File: config.mk
export PLATFORM = sky130hd
export DESIGN_NAME = instr_encoder
export DESIGN_NICKNAME = d
export VERILOG_FILES = /design/src/rtl/instr_encoder.sv
export SDC_FILE = /design/constraint.sdc
export NUM_CORES = 1
export LEC_CHECK = 0
export CORE_ASPECT_RATIO = 1.5
export CORE_MARGIN = 1.5
export CORE_UTILIZATION = 45
export CTS_CLUSTER_DIAMETER = 30
export DETAILED_ROUTE_END_ITERATION = 7
export GPL_TIMING_DRIVEN = 1
export PLACE_DENSITY = 0.81
export SETUP_SLACK_MARGIN = 0.2
export SYNTH_ARGS = -nofsm -noshare
export SYNTH_HDL_FRONTEND = slang
export SYNTH_SLANG_ARGS = --single-unit
File: constraint.sdc
create_clock -name clk -period 2.7 [get_ports clk]
set_input_delay 0.675 -clock clk [delete_from_list [all_inputs] [get_ports clk]]
set_output_delay 0.675 -clock clk [all_outputs]
set_load 0.03 [all_outputs]
File: src/rtl/instr_encoder.sv
// RV32I instruction encoder: packs op ID + register/immediate fields into a word, buffers it in a FIFO
// and streams it with incrementing word addresses. Define ENC_RANGE_CHECK_EN to reject out-of-range immediates.
module instr_encoder #(
    parameter int                FIFO_DEPTH = 4,
    parameter int                ADDR_W     = 10,
    parameter logic [ADDR_W-1:0] BASE_ADDR  = '0
) (
    input  logic              clk,
    input  logic              reset,
    input  logic              restart,
    input  logic              req_valid,
    output logic              req_ready,
    input  logic [5:0]        req_op,
    input  logic [4:0]        req_rd,
    input  logic [4:0]        req_rs1,
    input  logic [4:0]        req_rs2,
    input  logic [31:0]       req_imm,
    output logic              out_valid,
    input  logic              out_ready,
    output logic [31:0]       out_instr,
    output logic [ADDR_W-1:0] out_addr,
    output logic              err_illegal
);

    localparam int PTR_W = $clog2(FIFO_DEPTH);

    localparam logic [2:0] FMT_R   = 3'd0;
    localparam logic [2:0] FMT_I   = 3'd1;
    localparam logic [2:0] FMT_SH  = 3'd2;
    localparam logic [2:0] FMT_S   = 3'd3;
    localparam logic [2:0] FMT_B   = 3'd4;
    localparam logic [2:0] FMT_U   = 3'd5;
    localparam logic [2:0] FMT_J   = 3'd6;
    localparam logic [2:0] FMT_BUB = 3'd7;

    logic [2:0]  fmt;
    logic [6:0]  opcode;
    logic [2:0]  funct3;
    logic [6:0]  funct7;
    logic        legal;
    logic [31:0] encInstr;

    logic [31:0]       mem [FIFO_DEPTH];
    logic [PTR_W:0]    wrPtr_q, wrPtr_d;
    logic [PTR_W:0]    rdPtr_q, rdPtr_d;
    logic [ADDR_W-1:0] addr_q, addr_d;
    logic              err_q, err_d;
    logic              full, empty, push, pop, accept;

    // Op ID to instruction format and the fixed opcode/funct bits
    always_comb begin
        fmt    = FMT_BUB;
        opcode = 7'h13;
        funct3 = 3'd0;
        funct7 = 7'h00;
        legal  = 1'b1;
        case (req_op)
            6'd0:  begin fmt = FMT_I;  opcode = 7'h03; funct3 = 3'd0; end
            6'd1:  begin fmt = FMT_I;  opcode = 7'h03; funct3 = 3'd1; end
            6'd2:  begin fmt = FMT_I;  opcode = 7'h03; funct3 = 3'd2; end
            6'd3:  begin fmt = FMT_I;  opcode = 7'h03; funct3 = 3'd4; end
            6'd4:  begin fmt = FMT_I;  opcode = 7'h03; funct3 = 3'd5; end
            6'd5:  begin fmt = FMT_S;  opcode = 7'h23; funct3 = 3'd0; end
            6'd6:  begin fmt = FMT_S;  opcode = 7'h23; funct3 = 3'd1; end
            6'd7:  begin fmt = FMT_S;  opcode = 7'h23; funct3 = 3'd2; end
            6'd8:  begin fmt = FMT_R;  opcode = 7'h33; funct3 = 3'd1; end
            6'd9:  begin fmt = FMT_SH; opcode = 7'h13; funct3 = 3'd1; end
            6'd10: begin fmt = FMT_R;  opcode = 7'h33; funct3 = 3'd5; end
            6'd11: begin fmt = FMT_SH; opcode = 7'h13; funct3 = 3'd5; end
            6'd12: begin fmt = FMT_R;  opcode = 7'h33; funct3 = 3'd5; funct7 = 7'h20; end
            6'd13: begin fmt = FMT_SH; opcode = 7'h13; funct3 = 3'd5; funct7 = 7'h20; end
            6'd14: begin fmt = FMT_R;  opcode = 7'h33; funct3 = 3'd0; end
            6'd15: begin fmt = FMT_I;  opcode = 7'h13; funct3 = 3'd0; end
            6'd16: begin fmt = FMT_R;  opcode = 7'h33; funct3 = 3'd0; funct7 = 7'h20; end
            6'd17: begin fmt = FMT_U;  opcode = 7'h37; end
            6'd18: begin fmt = FMT_U;  opcode = 7'h17; end
            6'd19: begin fmt = FMT_R;  opcode = 7'h33; funct3 = 3'd4; end
            6'd20: begin fmt = FMT_I;  opcode = 7'h13; funct3 = 3'd4; end
            6'd21: begin fmt = FMT_R;  opcode = 7'h33; funct3 = 3'd6; end
            6'd22: begin fmt = FMT_I;  opcode = 7'h13; funct3 = 3'd6; end
            6'd23: begin fmt = FMT_R;  opcode = 7'h33; funct3 = 3'd7; end
            6'd24: begin fmt = FMT_I;  opcode = 7'h13; funct3 = 3'd7; end
            6'd25: begin fmt = FMT_R;  opcode = 7'h33; funct3 = 3'd2; end
            6'd26: begin fmt = FMT_I;  opcode = 7'h13; funct3 = 3'd2; end
            6'd27: begin fmt = FMT_R;  opcode = 7'h33; funct3 = 3'd3; end
            6'd28: begin fmt = FMT_I;  opcode = 7'h13; funct3 = 3'd3; end
            6'd29: begin fmt = FMT_B;  opcode = 7'h63; funct3 = 3'd0; end
            6'd30: begin fmt = FMT_B;  opcode = 7'h63; funct3 = 3'd1; end
            6'd31: begin fmt = FMT_B;  opcode = 7'h63; funct3 = 3'd4; end
            6'd32: begin fmt = FMT_B;  opcode = 7'h63; funct3 = 3'd5; end
            6'd33: begin fmt = FMT_B;  opcode = 7'h63; funct3 = 3'd6; end
            6'd34: begin fmt = FMT_B;  opcode = 7'h63; funct3 = 3'd7; end
            6'd35: begin fmt = FMT_J;  opcode = 7'h6F; end
            6'd36: begin fmt = FMT_I;  opcode = 7'h67; funct3 = 3'd0; end
            6'd37: fmt = FMT_BUB;
            default: legal = 1'b0;
        endcase
`ifdef ENC_RANGE_CHECK_EN
        case (fmt)
            FMT_I, FMT_S: if (req_imm[31:11] != {21{req_imm[11]}}) legal = 1'b0;
            FMT_B:  if (req_imm[31:12] != {20{req_imm[12]}} || req_imm[0]) legal = 1'b0;
            FMT_J:  if (req_imm[31:20] != {12{req_imm[20]}} || req_imm[0]) legal = 1'b0;
            FMT_SH: if (req_imm[31:5] != 27'd0) legal = 1'b0;
            FMT_U:  if (req_imm[11:0] != 12'd0) legal = 1'b0;
            default: ;
        endcase
`endif
    end

    // Field packing; fields a format does not use are left as zero
    always_comb begin
        encInstr = 32'h0000_0013;
        case (fmt)
            FMT_R:  encInstr = {funct7, req_rs2, req_rs1, funct3, req_rd, opcode};
            FMT_I:  encInstr = {req_imm[11:0], req_rs1, funct3, req_rd, opcode};
            FMT_SH: encInstr = {funct7, req_imm[4:0], req_rs1, funct3, req_rd, opcode};
            FMT_S:  encInstr = {req_imm[11:5], req_rs2, req_rs1, funct3, req_imm[4:0], opcode};
            FMT_B:  encInstr = {req_imm[12], req_imm[10:5], req_rs2, req_rs1, funct3,
                                req_imm[4:1], req_imm[11], opcode};
            FMT_U:  encInstr = {req_imm[31:12], req_rd, opcode};
            FMT_J:  encInstr = {req_imm[20], req_imm[10:1], req_imm[11], req_imm[19:12],
                                req_rd, opcode};
            default: encInstr = 32'h0000_0013;
        endcase
    end

    assign empty     = (wrPtr_q == rdPtr_q);
    assign full      = (wrPtr_q[PTR_W] != rdPtr_q[PTR_W]) &&
                       (wrPtr_q[PTR_W-1:0] == rdPtr_q[PTR_W-1:0]);
    assign req_ready = !full && !restart;
    assign accept    = req_valid && req_ready;
    assign push      = accept && legal;
    assign pop       = !empty && out_ready && !restart;

    assign out_valid   = !empty;
    assign out_instr   = empty ? 32'd0 : mem[rdPtr_q[PTR_W-1:0]];
    assign out_addr    = addr_q;
    assign err_illegal = err_q;

    // restart flushes everything; otherwise push/pop advance independently
    always_comb begin
        wrPtr_d = wrPtr_q;
        rdPtr_d = rdPtr_q;
        addr_d  = addr_q;
        err_d   = err_q;
        if (restart) begin
            wrPtr_d = '0;
            rdPtr_d = '0;
            addr_d  = BASE_ADDR;
            err_d   = 1'b0;
        end else begin
            if (push)            wrPtr_d = wrPtr_q + 1'b1;
            if (pop)             rdPtr_d = rdPtr_q + 1'b1;
            if (pop)             addr_d  = addr_q + 1'b1;
            if (accept && !legal) err_d  = 1'b1;
        end
    end

    always_ff @(posedge clk or posedge reset) begin
        if (reset) begin
            wrPtr_q <= '0;
            rdPtr_q <= '0;
            addr_q  <= BASE_ADDR;
            err_q   <= 1'b0;
        end else begin
            wrPtr_q <= wrPtr_d;
            rdPtr_q <= rdPtr_d;
            addr_q  <= addr_d;
            err_q   <= err_d;
        end
    end

    always_ff @(posedge clk) begin
        if (push) mem[wrPtr_q[PTR_W-1:0]] <= encInstr;
    end

endmodule

### After elaboration in Yosys (flattened, before gate mapping)

Memories as Yosys holds them, arrays and structs flattened.
Cells that the tools add are included.

| cells by class | value |
|---|---|
| add/sub/neg operators | 3 |
| equal/unequal tests | 46 |
| multiplexer cells | 17 |
| reductions and logical operators | 32 |

Operator list:

| operator | number |
|---|---|
| one-hot mux 32 bit (7 select lines) | 1 |
| equality test 6 x 5 -> 1 bit (second input constant) | 16 |
| one-hot mux 7 bit (8 select lines) | 1 |
| equality test 6 x 4 -> 1 bit (second input constant) | 8 |
| one-hot mux 3 bit (7 select lines) | 2 |
| OR reduction 38 bit | 1 |
| equality test 6 bit (second input constant) | 6 |
| 2-to-1 mux 32 bit | 1 |
| equality test 6 x 3 -> 1 bit (second input constant) | 4 |
| 2-to-1 mux 10 bit | 2 |
| OR reduction 3 bit | 5 |
| equality test 6 x 2 -> 1 bit (second input constant) | 2 |
| 2-to-1 mux 3 bit | 4 |
| OR reduction 12 bit | 1 |
| OR reduction 6 bit | 2 |
| adder 10 x 1 -> 10 bit (second input constant) | 1 |
| OR reduction 10 bit | 1 |
| OR reduction 5 bit | 2 |
| equality test 3 bit (second input constant) | 3 |
| OR reduction 4 bit | 2 |
| logical AND 1 bit | 7 |
| adder 3 x 1 -> 3 bit (second input constant) | 2 |
| equality test 3 x 2 -> 1 bit (second input constant) | 2 |
| equality test 6 x 1 -> 1 bit (second input constant) | 1 |
| other kinds (11) | 21 |

| word-level totals | value |
|---|---|
| flip-flop bits (word level) | 17 |
| RAM bits | 128 |
| bits of input ports | 58 |
| word-level logic and storage cells | 103 |
| memories | 1 |

Memories:

| memory | words | bits a word | read ports | clocked after Yosys merged registers in | wr ports | RTL line | RTL |
|---|---|---|---|---|---|---|---|
| mem | 4 | 32 | 1 | 0 | 1 | 43 | `logic [31:0] mem [FIFO_DEPTH];` |

### Longest topological paths before layout

| logic depth | value |
|---|---|
| depth in word-level cells | 8 |
| depth in mapped cells | 7 |
| gate-level depth less buffers | 6 |

### Least setup slack after synthesis

Ideal clock, no wire load.

| path | value |
|---|---|
| path type | input-to-reg |
| start | input port restart |
| end | memory mem[3][10] (enable) |
| setup time | 0.392 ns |
| arrival time | 2.419 ns |
| data required time | 2.308 ns |
| slack | -0.111 ns |
| stages | 3 |
| path through | clkbuf_1 > a31oi_1 > and4b_1 |

| between the ends | value |
|---|---|
| word-level cells in the longest chain between the ends | 6 |

Ends and longest elaborated chain:

| what | RTL line | RTL |
|---|---|---|
| from (decl) | 10 | `input logic restart,` |
| logical NOT 1 bit | 130 | `assign req_ready = !full && !restart;` |
| logical AND 1 bit | 130 |  |
| named net req_ready | 12 | `output logic req_ready,` |
| logical AND 1 bit | 131 | `assign accept = req_valid && req_ready;` |
| logical AND 1 bit | 132 | `assign push = accept && legal;` |
| 2-to-1 mux 1 bit | 174 | `if (push) mem[wrPtr_q[PTR_W-1:0]] <= encInstr;` |
| 2-to-1 mux 1 bit (not written as such) | 174 |  |
| to (decl) | 43 |  |

The timed path passes the listed nets, and every way through them passes these cells.

### Final worst setup path

| path | value |
|---|---|
| start | register rdPtr_q[0] |
| end | output port out_instr[5] |

| between the ends | value |
|---|---|
| word-level cells in the longest chain between the ends | 2 |
| elaborated cells between the ends (all ways) | 3 |
| classes of those cells | eq/ne (1); mux (1); memory (1) |

Ends and longest elaborated chain:

| what | RTL line | RTL |
|---|---|---|
| from (decl) | 45 | `logic [PTR_W:0] rdPtr_q, rdPtr_d;` |
| from (signal assigned) | 167 | `rdPtr_q <= rdPtr_d;` |
| memory (4 x 32 bit) or equality test 3 bit (tied branches) | n/a |  |
| 2-to-1 mux 32 bit * | 136 | `assign out_instr = empty ? 32'd0 : mem[rdPtr_q[PTR_W-1:0]];` |
| to (decl) | 20 | `output logic [31:0] out_instr,` |

Every way passes the cells marked *; elsewhere a longest branch is shown, timed or not.

==> run metrics <==
Core Area=0.0145 mm^2; Hold WC Path Type=flip-flop to flip-flop; initial core utilization=0.456; FF+latch count, synth=137; DR pass1 iterations=7; Post-DRT Antenna Nets=0; clk buf depth=2; post-synth top area cell=edfxtp_1; VDD IR max=521 uV; Slew Viols, Final=0; grt total ovfl=0; Highest Signal Layer=met4; Die Ht=151 um; count leader, synth=edfxtp_1; Net Count, Synth=518; clock power share=0.354; number of distinct library cells after synthesis=63; crit-path max cell delay=0.50 ns; CTS H-Tree Depth=4; largest net degree at the start of global routing=35; Worst path slowest cell=mux4_2; final wirelength=17700 um; register area share after synthesis=0.612; CP Cell Sequence=buf_6 -> clkbuf_16 -> mux4_2 -> and2_4 -> buf_12; fin util=0.649; share of post-route cells with drive strength above 1=0.359; worst skew pair latency=0.42 ns; sw frac=0.271; WL met3=875 um; top cell family by delay on the critical path=multiplexers; gate count after technology mapping=454; metal2 WL=9650 um; fin crit share=0.996; RSZ-0062 raised after global routing=yes; GRT Total Usage=0.232; row cnt=54; GPL Wtd Cong=0.904; achievable frequency=0.372 GHz; largest cells by area after synthesis=edfxtp_1 (55%), mux4_2 (10%), dfrtp_1 (6.5%); clock sink count=137; type of origin of the critical path=flip-flop; global-route wire length before repair=25900 um; CP arrival=2.02 ns; kind of critical path=flip-flop to output pin; Lkg Pwr=0.00351 uW; P&R area growth vs syn=42.5%; Logic pwr share=0.306; CTS tree=done; time the worst path needs with I/O delays and setup=2.69 ns; Critical Path RT=2.03 ns; Ant. Diodes=0; # port buffers=102; Flop pwr share=0.340; die width=102 um; DR WL/cell=21.3 um; top cells by count, synth=edfxtp_1 (120), and2_1 (35), mux4_2 (30); P_int=5180 uW; CTS clk-pin slew, worst paths=0.06 ns; Metal-1 WL=6680 um; # setup viols final=0; Mean Syn Cell Area=14.5 um^2; vias in the first global route=4656; Max transition margin=0.563; number of synthesized flops with an enable pin=120; initial antenna violation count=0; dpl cells=786; total CTS buffers=17; Synth warnings=0; Power Dens Cells=758 mW/mm^2; Post-Synthesis Cell Area=0.00659 mm^2; vias per cell=5.64; crit end category=output pin; final non-filler cell total=831; CTS hold repair buffers=0; Final Hold Viols=0; Buf/Inv on CP=3; status=complete, no violations; clock root buffer=clkbuf_16; worst slew pin tran=0.654 ns; die area=0.0154 mm^2; total of max-cap violations=0; HPWL Detailed=12000 um; top-area cell type share of the netlist area=0.547; DRT iter0 DRCs=372; total power=7110 uW; NetSw=1930 uW; DR vias=4690; Post-synth ARST share=0.124; worst-path fanout max=5; layout net count=686; clock skew=0.00887 ns; Top FF cell, synth=edfxtp_1; I/O pin cnt=103; drc violations=0
## what timing repair did
action / in CTS / in global routing
gates resized for setup: 10 / 61
gates cloned: 0 / 3
buffers inserted: 3 / 7
setup endpoints to repair: 63 / 191
pin swaps: 0 / 20
## placed cells by master (no fill, tap or decap), types with 3 or more instances in the layout
master,instances
bufinv_16,5
edfxtp_1,120
and3_1,8
nand2b_1,3
a221o_1,7
xor2_1,6
and2_4,30
inv_6,3
inv_1,8
a211o_1,3
buf_12,22
xnor2_1,6
nand3_1,10
a22o_1,16
nor3_2,3
mux2i_1,4
buf_4,68
nor2b_1,9
and2_2,3
nor2_1,22
a31oi_1,3
dfrtp_1,16
nor3_1,4
mux4_2,30
o21a_1,3
a221oi_1,3
clkdlybuf4s50_1,68
or3_1,5
o21ai_0,9
a21oi_1,18
o21ai_1,4
clkinvlp_4,3
buf_6,21
nand4_1,4
nand2_1,13
ha_1,6
clkbuf_16,20
## per-layer routing
| metal | vias up | global-route usage |
|---|---|---|
| met4 | 0 | 0.101 |
| met5 | - | 0 |
| li1 | 2108 | - |
| met2 | 175 | 0.412 |
| met3 | 31 | 0.0471 |
| met1 | 2376 | 0.269 |
## power groups by stage
stage	registers (uW)	clock network (uW)	logic, uW
after floorplan	2450	0	996
after global placement	2450	0	1730
after detailed placement	2450	0	1750
after CTS	2410	2530	1830
after global routing	2420	2630	2280
final	2420	2520	2170
## through the flow
stage / setup TNS [ns] / hold slack, ns / worst slack [ns] / cell area [um^2]
finish: 0 / 0.522 / 0.00985 / 9380
global route: -0.717 / 0.570 / -0.0543 / 9380
CTS: 0 / 0.518 / 0.0107 / 9050
detailed placement: -25.60 / 0.504 / -0.198 / 8330
global placement: -13.42 / 0.491 / -0.118 / 8330
floorplan: 0 / 0.539 / 0.166 / 6590
## state kept, by name, indices dropped and copies added (netlist names)
name	flops
wrPtr_q	3
rdPtr_q	3
err_illegal	1
out_addr	10
mem	120
## final cells by class
class / instances / area (um^2)
multi-input combinational: 274 / 2460
tap: 196 / 245
clock inverter: 13 / 216
clock buffer: 19 / 433
timing repair buffer: 182 / 1940
sequential: 137 / 4030
fill: 1050 / 5080
inverter: 10 / 50.0
## worst paths after layout
path                                          from                 endpoint  slack (ns)  cells after the start
max                         rdPtr_q[0]$_DFFE_PP0P_             out_instr[5]        0.01                      5
min                        err_illegal$_DFFE_PP0P_  err_illegal$_DFFE_PP0P_        0.52                      2
max reg2reg                 rdPtr_q[0]$_DFFE_PP0P_  out_addr[8]$_DFFE_PP0P_        0.60                      8
min reg2reg                err_illegal$_DFFE_PP0P_  err_illegal$_DFFE_PP0P_        0.52                      2
max in group asynchronous                    reset   rdPtr_q[0]$_DFFE_PP0P_        1.58                      2
min in group asynchronous                    reset   wrPtr_q[0]$_DFFE_PP0P_        0.66                      2
## cells by family (layout without fill, tap and decap cells)
family	after synthesis	after routing	synth area share
flip-flops	137	137	0.612
AND/OR/NAND/NOR	130	130	0.117
AO/OA/AOI/OAI	89	89	0.0978
buffers and inverters	43	224	0.0334
multiplexers	35	35	0.110
XOR/XNOR	14	14	0.0186
adder cells (fa/ha/maj)	6	6	0.0114
## tightest hold or removal path, stage by stage, from the launching register on
cell	delay, ns
dfrtp_1	0.36
a31oi_1	0.05
nor2_1	0.08
(Power assumes the default switching activity.)
